$ cat config.mk
export PLATFORM = sky130hd
export DESIGN_NAME = neuron_sweep_scheduler
export DESIGN_NICKNAME = d
export VERILOG_FILES = /design/src/rtl/neuron_sweep_scheduler.sv
export SDC_FILE = /design/constraint.sdc
export NUM_CORES = 1
export LEC_CHECK = 0
export CAP_MARGIN = 20
export CORE_MARGIN = 1
export CORE_UTILIZATION = 43
export CTS_CLUSTER_SIZE = 40
export DETAILED_ROUTE_END_ITERATION = 8
export PLACE_DENSITY = 0.76
export SLEW_MARGIN = 20
export SYNTH_ARGS = -nofsm -noshare
export SYNTH_HDL_FRONTEND = slang
export SYNTH_SLANG_ARGS = --single-unit
$ cat constraint.sdc
create_clock -name clk -period 3.2 [get_ports clk]
set_clock_uncertainty 0.2 [all_clocks]
set_input_delay 0.32 -clock clk [delete_from_list [all_inputs] [get_ports clk]]
set_output_delay 0.32 -clock clk [all_outputs]
set_load 0.1 [all_outputs]
$ cat src/rtl/neuron_sweep_scheduler.sv
// neuron_sweep_scheduler: time-step sweep of neuron states through one
// shared processor, plus read-modify-write current injection between steps.
module neuron_sweep_scheduler #(
   parameter int NR_WIDTH       = 56,
   parameter int NR_I_WIDTH     = 16,
   parameter int NUM_NEURONS    = 256,
   parameter int ADDR_WIDTH     = 8,
   parameter int SPK_FIFO_DEPTH = 16
) (
   input  logic                  clk,
   input  logic                  rst_n,
   input  logic                  step_start,
   output logic                  step_busy,
   output logic                  step_done,
   output logic                  mem_rd_en,
   output logic [ADDR_WIDTH-1:0] mem_rd_addr,
   input  logic [NR_WIDTH-1:0]   mem_rd_data,
   output logic                  mem_wr_en,
   output logic [ADDR_WIDTH-1:0] mem_wr_addr,
   output logic [NR_WIDTH-1:0]   mem_wr_data,
   output logic [NR_WIDTH-1:0]   proc_in,
   input  logic [NR_WIDTH-1:0]   proc_out,
   input  logic                  proc_fire,
   output logic                  spk_valid,
   input  logic                  spk_ready,
   output logic [ADDR_WIDTH-1:0] spk_addr,
   input  logic                  inj_valid,
   output logic                  inj_ready,
   input  logic [ADDR_WIDTH-1:0] inj_addr,
   input  logic [NR_I_WIDTH-1:0] inj_current
);

   localparam int CW = $clog2(NUM_NEURONS + 1);
   localparam int PW = $clog2(SPK_FIFO_DEPTH);
   localparam logic [CW-1:0] NN   = CW'(NUM_NEURONS);
   localparam logic [CW-1:0] LAST = CW'(NUM_NEURONS - 1);
   localparam logic [PW:0]   ROOM = (PW+1)'(SPK_FIFO_DEPTH - 2);

   typedef enum logic [1:0] {
      IDLE,
      SWEEP,
      INJ_RD,
      INJ_WR
   } state_t;

   state_t state, state_nx;

   logic [CW-1:0]         rc, wc;
   logic                  wb_pend;
   logic [ADDR_WIDTH-1:0] wb_addr;
   logic [ADDR_WIDTH-1:0] inj_addr_q;
   logic [NR_I_WIDTH-1:0] inj_cur_q;
   logic                  done_q;

   logic [ADDR_WIDTH-1:0] fifo_mem [SPK_FIFO_DEPTH];
   logic [PW-1:0]         wp, rp;
   logic [PW:0]           cnt;

   logic                  sw_rd, sw_wb, last_wb;
   logic                  push, pop, inj_acc;
   logic [NR_I_WIDTH:0]   isum;
   logic [NR_I_WIDTH-1:0] isat;

   // sweep gating, fifo strobes and saturating current add
   always_comb begin
      sw_rd   = (state == SWEEP) && (rc < NN) && (cnt <= ROOM);
      sw_wb   = (state == SWEEP) && wb_pend;
      last_wb = sw_wb && (wc == LAST);
      push    = sw_wb && proc_fire;
      pop     = (cnt != '0) && spk_ready;
      inj_acc = (state == IDLE) && !step_start && inj_valid;
      isum    = {mem_rd_data[NR_I_WIDTH-1], mem_rd_data[NR_I_WIDTH-1:0]}
              + {inj_cur_q[NR_I_WIDTH-1], inj_cur_q};
      if (isum[NR_I_WIDTH] != isum[NR_I_WIDTH-1])
         isat = {isum[NR_I_WIDTH], {(NR_I_WIDTH-1){~isum[NR_I_WIDTH]}}};
      else
         isat = isum[NR_I_WIDTH-1:0];
   end

   // next state and RAM / processor strobes
   always_comb begin
      state_nx    = state;
      mem_rd_en   = 1'b0;
      mem_rd_addr = '0;
      mem_wr_en   = 1'b0;
      mem_wr_addr = '0;
      mem_wr_data = '0;
      proc_in     = '0;
      unique case (state)
         IDLE: begin
            if (step_start)
               state_nx = SWEEP;
            else if (inj_valid)
               state_nx = INJ_RD;
         end
         SWEEP: begin
            if (sw_rd) begin
               mem_rd_en   = 1'b1;
               mem_rd_addr = ADDR_WIDTH'(rc);
            end
            if (sw_wb) begin
               proc_in     = mem_rd_data;
               mem_wr_en   = 1'b1;
               mem_wr_addr = wb_addr;
               mem_wr_data = proc_out;
            end
            if (last_wb)
               state_nx = IDLE;
         end
         INJ_RD: begin
            mem_rd_en   = 1'b1;
            mem_rd_addr = inj_addr_q;
            state_nx    = INJ_WR;
         end
         INJ_WR: begin
            mem_wr_en   = 1'b1;
            mem_wr_addr = inj_addr_q;
            mem_wr_data = {mem_rd_data[NR_WIDTH-1:NR_I_WIDTH], isat};
            state_nx    = IDLE;
         end
         default: state_nx = IDLE;
      endcase
   end

   // control state, sweep counters and injection latch
   always_ff @(posedge clk) begin
      if (!rst_n) begin
         state      <= IDLE;
         rc         <= '0;
         wc         <= '0;
         wb_pend    <= 1'b0;
         wb_addr    <= '0;
         done_q     <= 1'b0;
         inj_addr_q <= '0;
         inj_cur_q  <= '0;
      end else begin
         state   <= state_nx;
         done_q  <= last_wb;
         wb_pend <= sw_rd;
         if (state == IDLE && step_start) begin
            rc <= '0;
            wc <= '0;
         end else begin
            if (sw_rd)
               rc <= rc + 1'b1;
            if (sw_wb)
               wc <= wc + 1'b1;
         end
         if (sw_rd)
            wb_addr <= ADDR_WIDTH'(rc);
         if (inj_acc) begin
            inj_addr_q <= inj_addr;
            inj_cur_q  <= inj_current;
         end
      end
   end

   // spike fifo storage
   always_ff @(posedge clk) begin
      if (push)
         fifo_mem[wp] <= wb_addr;
   end

   // spike fifo pointers and occupancy
   always_ff @(posedge clk) begin
      if (!rst_n) begin
         wp  <= '0;
         rp  <= '0;
         cnt <= '0;
      end else begin
         if (push)
            wp <= wp + 1'b1;
         if (pop)
            rp <= rp + 1'b1;
         if (push && !pop)
            cnt <= cnt + 1'b1;
         else if (pop && !push)
            cnt <= cnt - 1'b1;
      end
   end

   assign step_busy = (state == SWEEP);
   assign step_done = done_q;
   assign inj_ready = (state == IDLE) && !step_start;
   assign spk_valid = (cnt != '0);
   assign spk_addr  = spk_valid ? fifo_mem[rp] : '0;

endmodule

**After elaboration in Yosys (flattened, before gate mapping)**

Memory sizes are Yosys's and may differ from the RTL's. A register that Yosys moved wholly into a read port is not among the register bits.
Cells that the tools add are included.

- Word-level logic and storage cells: 73
- Flip-flop bits (word level): 67
- Memories: 1
- Bits in writable memories: 128

Memories:

| memory | depth | width | read ports | clocked after Yosys merged registers in | wr ports | RTL line | text |
|---|---|---|---|---|---|---|---|
| fifo_mem | 16 | 8 | 1 | 1 | 1 | 55 | `logic [ADDR_WIDTH-1:0] fifo_mem [SPK_FIFO_DEPTH];` |

- Eq/ne operators: 7
- Magnitude comparators: 2
- $add $sub $neg: 7
- Bitwise gates (word level): 2
- Multiplexer cells: 24
- Reductions and logical operators: 19

Operator list:

| operator | count |
|---|---|
| $mux 56 | 3 |
| $pmux 56 s2 | 1 |
| $pmux 8 s2 | 2 |
| $mux 8 | 3 |
| $add 9x1->9 const B | 2 |
| $add 16x16->17 | 1 |
| $mux 16 | 1 |
| $logic_and 1x1->1 | 11 |
| $mux 5 | 2 |
| $eq 9x8->1 const B | 1 |
| $lt 9x9->1 const B | 1 |
| $add 4x1->4 const B | 2 |
| $mux 4 | 2 |
| $pmux 2 s4 | 1 |
| $mux 2 | 3 |
| $add 5x1->5 const B | 1 |
| $le 5x4->1 const B | 1 |
| $reduce_bool 5->1 | 1 |
| $sub 5x1->5 const B | 1 |
| $eq 2x2->1 const B | 2 |
| $mux 1 | 4 |
| $pmux 1 s2 | 2 |
| $logic_not 1->1 | 3 |
| $ne 3x3->1 const B | 1 |
| 8 further kinds | 9 |

**Logic depth before layout (Yosys ltp)**

Gate-level depths: netlist of the first run.

- Depth in word-level cells: 7
- Depth in mapped cells: 12

**Least setup slack after synthesis of the first run**

OpenSTA, ideal clock, no wires.

- Kind: register to output
- Start point: register state[1]
- End point: output port mem_rd_addr[0]
- Data required time: 2.680 ns
- Path slack: -1.613 ns
- Data arrival time: 4.293 ns
- Cell stages (with the launch flop): 8
- Cell sequence: dfxtp_1 -> inv_1 -> ha_1 -> and3_1 -> clkbuf_1 -> clkbuf_1 -> nand2_1 -> a21boi_0

- Longest elaborated chain between the ends: 5
- Elaborated cells on any way between the ends: 6
- Those cells by class: eq/ne: 2; mux: 2; reduce/logical: 2

Ends and longest elaborated chain:

| element | RTL line | text |
|---|---|---|
| start, declared | 46 | `state_t state, state_nx;` |
| start signal, assigned | 137 | `state <= state_nx;` |
| $eq 2x1->1 (*) | -- |  |
| via step_busy | 13 | `output logic step_busy,` |
| $logic_and 1x1->1 (2 in a row) | 66 | `sw_rd = (state == SWEEP) && (rc < NN) && (cnt <= ROOM);` |
| $mux 8 | 97 | `if (sw_rd) begin` |
| $pmux 8 s2 (*) | 89 | `unique case (state)` |
| end, declared | 16 | `output logic [ADDR_WIDTH-1:0] mem_rd_addr,` |

Mark *: on every way through the listed nets, which the timed path passes. The rest lies on a longest branch.

**Worst setup path in the final report of the first run**

- Start point: register inj_cur_q[5]
- End point: output port mem_wr_data[10]

- Longest elaborated chain between the ends: 4
- Elaborated cells on any way between the ends: 5
- Those cells by class: add/sub: 1; eq/ne: 1; mux: 2; bitwise: 1

Ends and longest elaborated chain:

| element | RTL line | text |
|---|---|---|
| start, declared | 52 | `logic [NR_I_WIDTH-1:0] inj_cur_q;` |
| start signal, assigned | 153 | `inj_cur_q <= inj_current;` |
| $add 16x16->17 (*) | 73 | `+ {inj_cur_q[NR_I_WIDTH-1], inj_cur_q};` |
| $ne 1x1->1 / $not 1->1 (equally long branches) | 74, 75 |  |
| $mux 16 (*) | 74 | `if (isum[NR_I_WIDTH] != isum[NR_I_WIDTH-1])` |
| $pmux 56 s2 (*) | 89 |  |
| end, declared | 20 | `output logic [NR_WIDTH-1:0] mem_wr_data,` |

Mark *: on every way between the ends. The rest lies on a longest branch, timed or not.

==> results.yml, run 1 <==
finish:
  final_cells: 1488
  nNetsFinal: 1364
  fill_cells: 1455
  layout.area.seq_um2: 5280
  multiInputGateArea_um2: 5110
  drive_above_1_share_pct: 34.1
  fin_util_pct: 72.4
  most-common-layout-cells: "buf_12 (145), clkdlybuf4s50_1 (131), edfxtp_1 (128), nand2_1 (102), buf_4 (88)"
  final_common_cell: "buf_12"
  syn_to_final_growth_pct: 64.8
critical_path:
  critPathLaunchType: "flip-flop"
  cp_slowest_cell: "dfxtp_2"
  endpoint_kind: "output port"
  crit_top_cell: "buf_12"
  slowest_delay_ns: 0.36
  reg2reg_slack_ns: 0.19
  crit_start: "inj_cur_q[5]"
  rr_endpoint: "cnt[4]"
  path_cells: "ha_4 -> o21a_1 -> o211a_4 -> buf_6 -> a21boi_4 -> nor3_4 -> a211oi_4 -> buf_12 -> buf_8 -> maj3_2 -> a22o_4 -> buf_12"
  cp-endpoint: "mem_wr_data[10]"
  worst_ep_arrival_time_ns: 3.00
  required_ns: 2.68
  crit_fanout: 5
  worst-setup-path-type: "reg -> out"
  r2r_start: "cnt[3]"
  r2r_cells: 12
pwr:
  power_frac_comb_pct: 50.1
  netSwitchingFraction_pct: 41.5
  p_per_area_nw_per_um2: 609
  internal_power_mw: 5.86
  p_clk_share_pct: 20.8
  power_leakage_nw: 6.14
  pwr-share-seq_pct: 29.0
  power.switching_mw: 4.16
  peakVddDrop_mv: 0.525
  design_power_total_mw: 10.0
clock_network:
  cts_buffer_depth: 2
  htreeDepth: 4
  cts_hold_buf: 0
  cts_buffers: 17
  cts_sinks: 199
  cts_tree: "built"
  clk_latency_ns: 0.44
  clock-root-buffer: "clkbuf_16"
  path_clk_slew_ns: 0.08
floorplan:
  initial_utilization_pct: 43.9
  die-area_um2: 23800
  die_h_um: 154
  io_pins: 284
  core.rowCount: 55
  fp.coreArea_um2: 22700
  fp.dieW_um: 154
global_routing:
  grt_first_pass_wirelength_um: 54300
  track_usage_pct: 31.3
  antenna_found_initial: 3
  grt_pass1_vias: 8543
  overflow: 0
  grt_max_degree: 62
yosys:
  ys_warn_count: 0
  seq_area_frac_synth_pct: 52.8
  syn-mean-instance-area_um2: 11.8
  ys.flop_type: "edfxtp_1"
  syn_nets: 1022
  netlist_area_um2: 9980
  async_flop_share_pct: 0
  synth-edff-count: 128
  synthCells: 846
  synth_seq_cells: 199
  yosysUniqueCellTypes: 56
drt:
  vias: 8658
  drc: 0
  dr.pass1.iters: 5
  routed_via_density: 5.82
  routed_wl_um: 37600
  ant_nets: 0
  post_drt_wl_per_cell_um: 25.3
  drtIter0Drc: 717
timing:
  max_freq_mhz: 284
  slew_headroom_pct: 32.2
  post-route-worst-setup-slack_ns: -0.319
  rsz0062_at_grt: "yes"
  worstMarginPinSlew_ns: 1.01
  timing.hold.ws_ns: 0.233
  fin_crit_sh_pct: 110
  setup_tns_ns: -3.62
  hold_violations: 0
  finalSetupViolCount: 16
  maxSlewViolCount: 0
  period_minus_slack_ns: 3.52
outcome:
  failed_checks: "negative setup slack"
  outcome: "finished, violations left"
flow_run:
  maxCapViolCount: 0
placement:
  gp_congestion: 0.912
  placed_cells: 1440
  portBuffers: 283
  hpwl_um: 27800
worst_hold_path:
  hold_class: "in -> reg"
[power by group through the flow]
stage / Combinational, mW / Sequential [mW] / Clock (mW)
2_1_floorplan: 3.06 / 2.92 / 0
3_3_place_gp: 4.66 / 2.95 / 0
3_5_place_dp: 4.72 / 2.95 / 0
4_1_cts: 4.90 / 2.90 / 2.10
5_1_grt: 5.21 / 2.92 / 2.20
6_report: 5.02 / 2.91 / 2.09
[repair_timing]
| item | in CTS | in global routing |
|---|---|---|
| endpoints found under the hold margin | 0 | 0 |
| resized for setup | 63 | 34 |
| pin swaps | 37 | 23 |
| setup buffers | 8 | 8 |
| gates cloned | 1 | 0 |
| endpoints found under the setup margin | 16 | 25 |
[sequential cells by signal, indices dropped and copies added (netlist names), named ones only]
name / flops
state: 2
fifo_mem: 128
step_done: 1
rc: 9
wb_pend: 1
wp: 4
rp: 4
inj_cur_q: 16
cnt: 5
wc: 9
inj_addr_q: 8
wb_addr: 8
[worst min path at each step]
stage	cells after the start	endpoint	slack (ns)	startpoint
final	3	inj_cur_q[3]	0.23	inj_current[3]
after CTS	3	inj_cur_q[11]	0.22	inj_current[11]
after global placement	2	rc[8]	0.25	rc[8]
after detailed placement	2	inj_cur_q[4]	0.26	inj_cur_q[4]
after floorplan	2	rc[8]	0.24	rc[8]
after global routing	3	inj_cur_q[3]	0.22	inj_current[3]
[logic make-up after synthesis]
group	Yosys count	synth area share [%]
and+or+nand+nor	277	13.7
DFF	199	52.8
AOI/OAI and AO/OA	178	13.4
buffers and inverters	79	3.17
muxes	43	9.33
adders and majority gates	38	4.82
xor gates and xnor gates	32	2.81
[worst max-delay path: cells and delay by family, from the launching register on]
family	cells	cell delay, ns
and+or+nand+nor	1	0.21
DFF	1	0.36
adders and majority gates	2	0.51
AOI/OAI and AO/OA	5	0.92
buffers and inverters	4	0.55
[layout make-up]
cell class | instances | share of cell area, %
Sequential cell | 199 | 32.1
Clock buffer | 19 | 2.63
Antenna cell | 2 | 0.0304
Multi-Input combinational cell | 568 | 31.1
Clock inverter | 13 | 0.837
Inverter | 21 | 0.479
Tap cell | 285 | 2.17
Timing Repair Buffer | 381 | 30.7
[synthesized netlist by cell type (all sizes together) (14+ instances only)]
library cell  instances  area [µm²]
ha                   32         400
nor2b                15        93.8
mux4                 40         901
a21boi               45         338
o21ai                33         165
a22o                 52         455
inv                  21        78.8
dfxtp                71        1420
edfxtp              128        3840
and3                 61         382
nand2               102         383
clkbuf               51         191
and2                 14        87.6
nor2                 41         156
xnor2                21         184
[per-stage QoR]
stage | setup slack, ns | cell area, µm²
final | -0.319 | 16400
after global routing | -0.393 | 16400
after detailed placement | -0.397 | 15300
after CTS | -0.305 | 16300
after global placement | -0.368 | 15300
after floorplan | -0.0579 | 10300
[per-layer routing]
metal  GRT usage, %  share of wire [%]  vias to the layer above
met5              0              0.061                        -
met4           9.34                3.2                        4
met3           9.92                9.2                       62
met2           51.6                 48                      410
met1           39.3                 39                     4336
li1               -                  -                     3846
Power figures use the tool's default switching activity.
==> run 2, diff against run 1 <==
HOLD_SLACK_MARGIN = 0.08   (was default)
==> results of run 2 <==
Final layout, timing and power as in run 1 (identical DEF).
